===== config.mk =====
export PLATFORM = sky130hd
export DESIGN_NAME = q_frag_ctrl
export DESIGN_NICKNAME = d
export VERILOG_FILES = /design/src/rtl/q_frag_ctrl_pkg.sv /design/src/rtl/q_sync.sv /design/src/rtl/q_frag_ctrl.sv
export SDC_FILE = /design/constraint.sdc
export NUM_CORES = 1
export LEC_CHECK = 0
export ABC_AREA = 1
export CAP_MARGIN = 20
export CORE_MARGIN = 2
export CORE_UTILIZATION = 41
export DETAILED_ROUTE_END_ITERATION = 12
export HOLD_SLACK_MARGIN = 0.1
export PLACE_DENSITY = 0.77
export SYNTH_ARGS = -nofsm -noshare
export SYNTH_HDL_FRONTEND = slang
export SYNTH_HIERARCHICAL = 1
export SYNTH_SLANG_ARGS = --single-unit

===== constraint.sdc =====
create_clock -name QCK -period 3.73 [get_ports QCK]
set_input_delay 0.5595 -clock QCK [delete_from_list [all_inputs] [get_ports QCK]]
set_output_delay 0.5595 -clock QCK [all_outputs]
set_load 0.02 [all_outputs]

===== src/rtl/q_frag_ctrl_pkg.sv =====
// rtl/q_frag_ctrl_pkg.sv - shared state encoding and counter sizing for q_frag_ctrl
package q_frag_ctrl_pkg;

  typedef enum logic [1:0] {
    IDLE  = 2'd0,
    RST   = 2'd1,
    SET   = 2'd2,
    RECOV = 2'd3
  } state_e;

  // One counter serves both the pulse and the recovery phase.
  function automatic int cnt_width(input int pulse, input int recov);
    int longest;
    longest = (pulse > recov) ? pulse : recov;
    return $clog2(longest + 1);
  endfunction

endpackage


===== src/rtl/q_sync.sv =====
// rtl/q_sync.sv - generic N-stage level synchronizer with async active-low clear
module q_sync #(
  parameter int STAGES = 2
) (
  input  logic clk,
  input  logic rst_n,
  input  logic d,
  output logic q
);

  logic [STAGES-1:0] sync_q;
  logic [STAGES-1:0] sync_d;

  always_comb begin
    sync_d = {sync_q[STAGES-2:0], d};
  end

  always_ff @(posedge clk or negedge rst_n) begin
    if (!rst_n) begin
      sync_q <= '0;
    end else begin
      sync_q <= sync_d;
    end
  end

  assign q = sync_q[STAGES-1];

endmodule


===== src/rtl/q_frag_ctrl.sv =====
// rtl/q_frag_ctrl.sv - set/reset pulse sequencer and load port for the flop fragment
// Optional request synchronizers: define Q_FRAG_CTRL_SYNC_EN.
module q_frag_ctrl
  import q_frag_ctrl_pkg::*;
#(
  parameter int PULSE_CYCLES   = 2,
  parameter int RECOVER_CYCLES = 1,
  parameter int SYNC_STAGES    = 2
) (
  input  logic QCK,
  input  logic QRTN,
  input  logic RST_REQ,
  input  logic SET_REQ,
  input  logic LD_VLD,
  input  logic LD_DAT,
  output logic LD_RDY,
  output logic QRT,
  output logic QST,
  output logic QEN,
  output logic QDI,
  output logic CDS,
  output logic BUSY,
  output logic CONFLICT
);

  localparam int CW = cnt_width(PULSE_CYCLES, RECOVER_CYCLES);
  localparam logic [CW-1:0] PULSE_LOAD = CW'(PULSE_CYCLES);
  localparam logic [CW-1:0] RECOV_LOAD = CW'(RECOVER_CYCLES);

  if (PULSE_CYCLES < 1 || RECOVER_CYCLES < 0 || SYNC_STAGES < 2) begin : g_bad_params
    $error("q_frag_ctrl: illegal parameter value");
  end

  logic rst_lvl;
  logic set_lvl;

`ifdef Q_FRAG_CTRL_SYNC_EN
  q_sync #(.STAGES(SYNC_STAGES)) u_sync_rst (
    .clk   (QCK),
    .rst_n (QRTN),
    .d     (RST_REQ),
    .q     (rst_lvl)
  );

  q_sync #(.STAGES(SYNC_STAGES)) u_sync_set (
    .clk   (QCK),
    .rst_n (QRTN),
    .d     (SET_REQ),
    .q     (set_lvl)
  );
`else
  assign rst_lvl = RST_REQ;
  assign set_lvl = SET_REQ;
`endif

  state_e          state_q, state_d;
  logic [CW-1:0]   cnt_q, cnt_d;
  logic            pend_rst_q, pend_rst_d;
  logic            pend_set_q, pend_set_d;
  logic            rst_prev_q, set_prev_q;
  logic            conflict_q, conflict_d;
  logic            qrt_q, qrt_d;
  logic            qst_q, qst_d;
  logic            qen_q, qen_d;
  logic            qdi_q, qdi_d;
  logic            ld_rdy_q, ld_rdy_d;
  logic            busy_q, busy_d;
  logic            cds_q;
  logic            rst_rise;
  logic            set_rise;
  logic            handshake;

  assign rst_rise  = rst_lvl & ~rst_prev_q;
  assign set_rise  = set_lvl & ~set_prev_q;
  assign handshake = LD_VLD & ld_rdy_q;

  always_comb begin
    state_d    = state_q;
    cnt_d      = cnt_q;
    pend_rst_d = pend_rst_q;
    pend_set_d = pend_set_q;
    conflict_d = 1'b0;

    unique case (state_q)
      IDLE: begin
        if (pend_rst_q) begin
          state_d    = RST;
          cnt_d      = PULSE_LOAD;
          pend_rst_d = 1'b0;
          if (pend_set_q) begin
            pend_set_d = 1'b0;
            conflict_d = 1'b1;
          end
        end else if (pend_set_q) begin
          state_d    = SET;
          cnt_d      = PULSE_LOAD;
          pend_set_d = 1'b0;
        end
      end
      RST, SET: begin
        if (cnt_q == CW'(1)) begin
          if (RECOVER_CYCLES == 0) begin
            state_d = IDLE;
          end else begin
            state_d = RECOV;
            cnt_d   = RECOV_LOAD;
          end
        end else begin
          cnt_d = cnt_q - 1'b1;
        end
      end
      RECOV: begin
        if (cnt_q == CW'(1)) begin
          state_d = IDLE;
        end else begin
          cnt_d = cnt_q - 1'b1;
        end
      end
      default: state_d = IDLE;
    endcase

    // A repeat edge of the pulse already running (or just starting) is absorbed by it.
    if (rst_rise && state_q != RST && state_d != RST) begin
      pend_rst_d = 1'b1;
    end
    if (set_rise && state_q != SET && state_d != SET) begin
      pend_set_d = 1'b1;
    end

    qrt_d    = (state_d == RST);
    qst_d    = (state_d == SET);
    busy_d   = (state_d != IDLE);
    ld_rdy_d = (state_d == IDLE) && !pend_rst_d && !pend_set_d;
    qen_d    = handshake;
    qdi_d    = handshake ? LD_DAT : qdi_q;
  end

  always_ff @(posedge QCK or negedge QRTN) begin
    if (!QRTN) begin
      state_q    <= RST;
      cnt_q      <= PULSE_LOAD;
      pend_rst_q <= 1'b0;
      pend_set_q <= 1'b0;
      rst_prev_q <= 1'b0;
      set_prev_q <= 1'b0;
      conflict_q <= 1'b0;
      qrt_q      <= 1'b1;
      qst_q      <= 1'b0;
      qen_q      <= 1'b0;
      qdi_q      <= 1'b0;
      ld_rdy_q   <= 1'b0;
      busy_q     <= 1'b1;
      cds_q      <= 1'b0;
    end else begin
      state_q    <= state_d;
      cnt_q      <= cnt_d;
      pend_rst_q <= pend_rst_d;
      pend_set_q <= pend_set_d;
      rst_prev_q <= rst_lvl;
      set_prev_q <= set_lvl;
      conflict_q <= conflict_d;
      qrt_q      <= qrt_d;
      qst_q      <= qst_d;
      qen_q      <= qen_d;
      qdi_q      <= qdi_d;
      ld_rdy_q   <= ld_rdy_d;
      busy_q     <= busy_d;
      cds_q      <= 1'b1;
    end
  end

  assign LD_RDY   = ld_rdy_q;
  assign QRT      = qrt_q;
  assign QST      = qst_q;
  assign QEN      = qen_q;
  assign QDI      = qdi_q;
  assign CDS      = cds_q;
  assign BUSY     = busy_q;
  assign CONFLICT = conflict_q;

endmodule

* Word level (Yosys, flattened, before mapping)
Index checks and enable logic that the tools add are counted.
Word-level totals: input port bits 6, flip-flop bits (word level) 16, word-level logic and storage cells 62, output and inout port bits 8
Cells by class: bitwise gates (word level) 5, add/sub/neg operators 1, reductions and logical operators 13, muxes and demuxes 17, eq/ne operators 12
Operators by type and width (number):
- $mux 2 | 8
- $pmux 2 s3 | 2
- $mux 1 | 7
- $eq 2x1->1 const B | 3
- $eq 2x2->1 const B | 3
- $logic_and 1x1->1 | 6
- $ne 2x2->1 const B | 3
- $logic_not 2->1 | 2
- $ne 2x1->1 const B | 2
- $and 1x1->1 | 3
- $ne 3x3->1 const B | 1
- $logic_not 1->1 | 2
- $not 1->1 | 2
- $reduce_and 2->1 | 1
- $reduce_bool 2->1 | 1
- $reduce_or 2->1 | 1
- $sub 2x1->2 const B | 1

* Longest topological paths before layout
depth in word-level cells 9, depth in mapped cells 11, gate-level depth less buffers 11

* Worst setup path after synthesis
Ideal clock, no wire load.
path type flip-flop to flip-flop, start point register state_q[0], end point register ld_rdy_q, in the netlist LD_RDY, data required time 3.614 ns, arrival time 1.457 ns, cell stages (with the launch flop) 12, path buffers 0, period minus slack after synthesis 1.574 ns, path slack 2.156 ns, library setup time 0.116 ns, cell sequence dfstp_2 inv_1 ha_1 inv_1 nand2_1 nand2_1 nor2_1 nor2_4 nand2_2 nand2_2 nand2_2 nor2_2
On the way: elaborated cells on any way between the ends 27, classes of those cells 7 x eq/ne; 9 x mux; 11 x reduce/logical
RTL lines:
- start, declared | line q_frag_ctrl.sv:56 | state_e state_q, state_d;
- start signal, assigned | line q_frag_ctrl.sv:155 | state_q <= state_d;
- $eq 2x1->1, or another cell as far along | line q_frag_ctrl.sv:84 | unique case (state_q)
- $reduce_or 2->1 or $mux 2 (tied branches) | line q_frag_ctrl.sv:84, q_frag_ctrl.sv:86
- $pmux 2 s3 | line q_frag_ctrl.sv:84
- $ne 2x2->1 | line q_frag_ctrl.sv:126 | if (set_rise && state_q != SET && state_d != SET) begin
- $logic_and 1x1->1 | line q_frag_ctrl.sv:126
- $mux 1 * | line q_frag_ctrl.sv:126
- net pend_set_d | line q_frag_ctrl.sv:59 | logic pend_set_q, pend_set_d;
- $logic_not 1->1 * | line q_frag_ctrl.sv:133 | ld_rdy_d = (state_d == IDLE) && !pend_rst_d && !pend_set_d;
- $logic_and 1x1->1 * | line q_frag_ctrl.sv:133
- net ld_rdy_d | line q_frag_ctrl.sv:66 | logic ld_rdy_q, ld_rdy_d;
- end signal, assigned | line q_frag_ctrl.sv:166 | ld_rdy_q <= ld_rdy_d;
- end, declared | line q_frag_ctrl.sv:66
The timed path passes the listed nets; every way through them passes the cells marked *. A chain may end at the register's enable or synchronous reset.

* Worst setup path in the final report
start point register busy_q, in the netlist BUSY, end point output port BUSY
RTL lines:
- start, declared | line q_frag_ctrl.sv:67 | logic busy_q, busy_d;
- start signal, assigned | line q_frag_ctrl.sv:167 | busy_q <= busy_d;
- end, declared | line q_frag_ctrl.sv:22 | output logic BUSY,
No word-level cell between the ends.

==> impl_metrics.yaml <==
critical_path:
  path_class: "reg -> out"
  cp_slowest_stage_delay_ns: 0.60
  crit_fanout: 1
  arrival_ns: 1.41
  rr_worst_depth: 10
  r2r_end: "LD_RDY"
  crit_path_cell_trace: "clkdlybuf4s50_1"
  reg2reg_slack_ns: 2.01
  path_buf_inv: 1
  rr_startpoint: "state_q[0]"
  crit_path_end_kind: "output port"
  cp.required_ns: 3.17
  critical_path.top_delay_family: "buffers and inverters"
  crit_path_start_kind: "flip-flop"
  crit_slowest_cell: "clkdlybuf4s50_1"
clock_tree:
  cts_tree: "done"
  clock_sinks: 16
  cts_resized: 0
  clk_pin_slew_ns: 0.09
  numCtsBuffers: 3
  cts_root_buffer: "clkbuf_4"
  cts_setup_buffers: 0
  clockBufferDepth: 2
  holdBufCountCts: 0
  clk_latency_ns: 0.29
  htreeDepth: 1
yosys:
  synth.area.top_cells: "dfrtp_1 (41%), dfstp_2 (14%), ha_1 (10%)"
  yosys_register_bits: 16
  yosysTopAreaCell: "dfrtp_1"
  syn-num-nets: 90
  yosysWarnings: 6
  ys_seq_area_frac: 0.548
  syn_area_sq_um: 739
  netlist_instances: 78
  synth.distinct_cells: 19
  avgSynthCellArea_sq_um: 9.48
  yosysTopAreaCellShare: 0.406
global_routing:
  grt_pass1_wl_mm: 1.91
  grt.overflow.total: 0
  grt.total_usage: 0.135
  grt_pass1_vias: 457
  antenna_found_initial: 0
  grt_max_degree: 17
power_and_ir_drop:
  p_leak_nw: 0.459
  power_density_mw_per_mm2: 812
  ir_drop_mv: 0.474
flow_run:
  cap_violations: 0
timing:
  rsz0062_at_grt: "no"
  slew_headroom: 0.555
  final_hold_viol_count: 0
  max_freq_mhz: 507
  finalCriticalPeriod_ns: 1.97
  worst_hold_slack_ns: 0.491
  setup_tns_ns: 0
  fin_crit_sh: 0.529
  slew_viol_final: 0
  skew_ns: 0.000875
  setup_viol: 0
  worst_pin_slew_ns: 0.665
detailed_routing:
  first_pass_iters: 4
  route.detailed.drc: 0
  routed_via_density: 4.42
  ant_nets: 0
  drt-wirelength-per-cell_um: 10.2
  wirelength_mm: 1.23
  drt_iter0_markers: 13
  vias: 530
status:
  status: "finished clean"
finish:
  final_core_util: 0.549
  diodes: 0
  fin_nets: 108
  areaGrowthSynthToFinish_pct: 26.7
  drive_gt1_frac: 0.189
  regArea_sq_um: 405
  fillCellCount: 149
  multi_input_comb_area_sq_um: 289
floorplanning:
  dieWidth_um: 46.5
  core_sq_mm: 0.00171
  die_h_um: 46.5
  start_util: 0.433
  die-area_sq_mm: 0.00216
  rows: 15
  io_pins: 14
place:
  gp_congestion: 0.819
  place_hpwl_um: 953
  io_buffers: 13
worst_hold_path:
  min_to: "QDI"
  min_from: "QDI"
  worstHoldPathType: "reg -> reg"
  hold_depth: 2
==> state kept, by name, indices dropped and copies added (netlist names) <==
register,count
set_prev_q,1
pend_rst_q,1
QRT,1
CONFLICT,1
QST,1
LD_RDY,1
QEN,1
rst_prev_q,1
state_q,2
BUSY,1
pend_set_q,1
cnt_q,2
QDI,1
CDS,1
==> synthesized netlist by cell type (all sizes together) <==
cell type,count
nor3b,1
a21oi,3
dfrtp,12
nand4,1
conb,1
nor3,1
nand2,21
a211oi,1
o22ai,1
dfstp,4
inv,12
ha,6
nor2,9
o21ai,5
==> power breakdown <==
| group | leakage [nW] | switching [W] | total (W) | internal [W] |
|---|---|---|---|---|
| clock network | 0.0210 | 0.0000522 | 0.000112 | 0.0000595 |
| registers | 0.195 | 0.0000345 | 0.000279 | 0.000245 |
| logic | 0.243 | 0.000225 | 0.000370 | 0.000145 |
==> logic make-up after synthesis <==
group	synth area share
fa+ha+maj	0.102
flops	0.548
other cells	0.00507
simple gates	0.212
compound gates	0.0728
buf+inv	0.0609
==> through the flow <==
stage | setup slack (ns) | power, W | cell area (sq um) | std cells
after floorplan | 2.16 | 0.000541 | 739 | 78
after global placement | 2.06 | 0.000643 | 901 | 116
after detailed placement | 2.00 | 0.000656 | 901 | 116
after CTS | 1.73 | 0.000772 | 937 | 120
after global routing | 1.71 | 0.000827 | 937 | 120
final | 1.76 | 0.000761 | 937 | 120
==> area by class of cell <==
type                       instances  share of cell area
clock buffer                       4              0.0387
inverter                          12              0.0481
multi-input combinational         50               0.308
sequential                        16               0.433
tap                               25              0.0334
timing repair buffer              13               0.139
==> cell usage in the layout (no fill, tap or decap), types with 2 or more instances in the layout <==
cell type and count:
nand2_1 17, nand2_2 4, o21ai_1 4, nor2_1 5
inv_1 10, inv_2 2, clkdlybuf4s50_1 13, ha_1 6
dfrtp_1 12, dfstp_2 4, clkbuf_4 3, a21oi_1 3
nor2_2 3
==> how the worst max path moves through the flow <==
stage / from / endpoint / slack [ns] / depth (start not counted)
final: BUSY / BUSY / 1.76 / 1
after global routing: QRT / QRT / 1.71 / 1
after CTS: BUSY / BUSY / 1.73 / 1
after detailed placement: state_q[0] / LD_RDY / 2.00 / 11
after global placement: state_q[0] / LD_RDY / 2.06 / 11
after floorplan: state_q[0] / LD_RDY / 2.16 / 11
==> layer usage <==
| layer | track usage | part of all wire |
|---|---|---|
| met1 | 0.168 | 0.45 |
| met2 | 0.186 | 0.47 |
| met3 | 0.0863 | 0.062 |
| met4 | 0.0514 | 0.014 |
| met5 | 0 | 0 |
(Power assumes the default switching activity.)
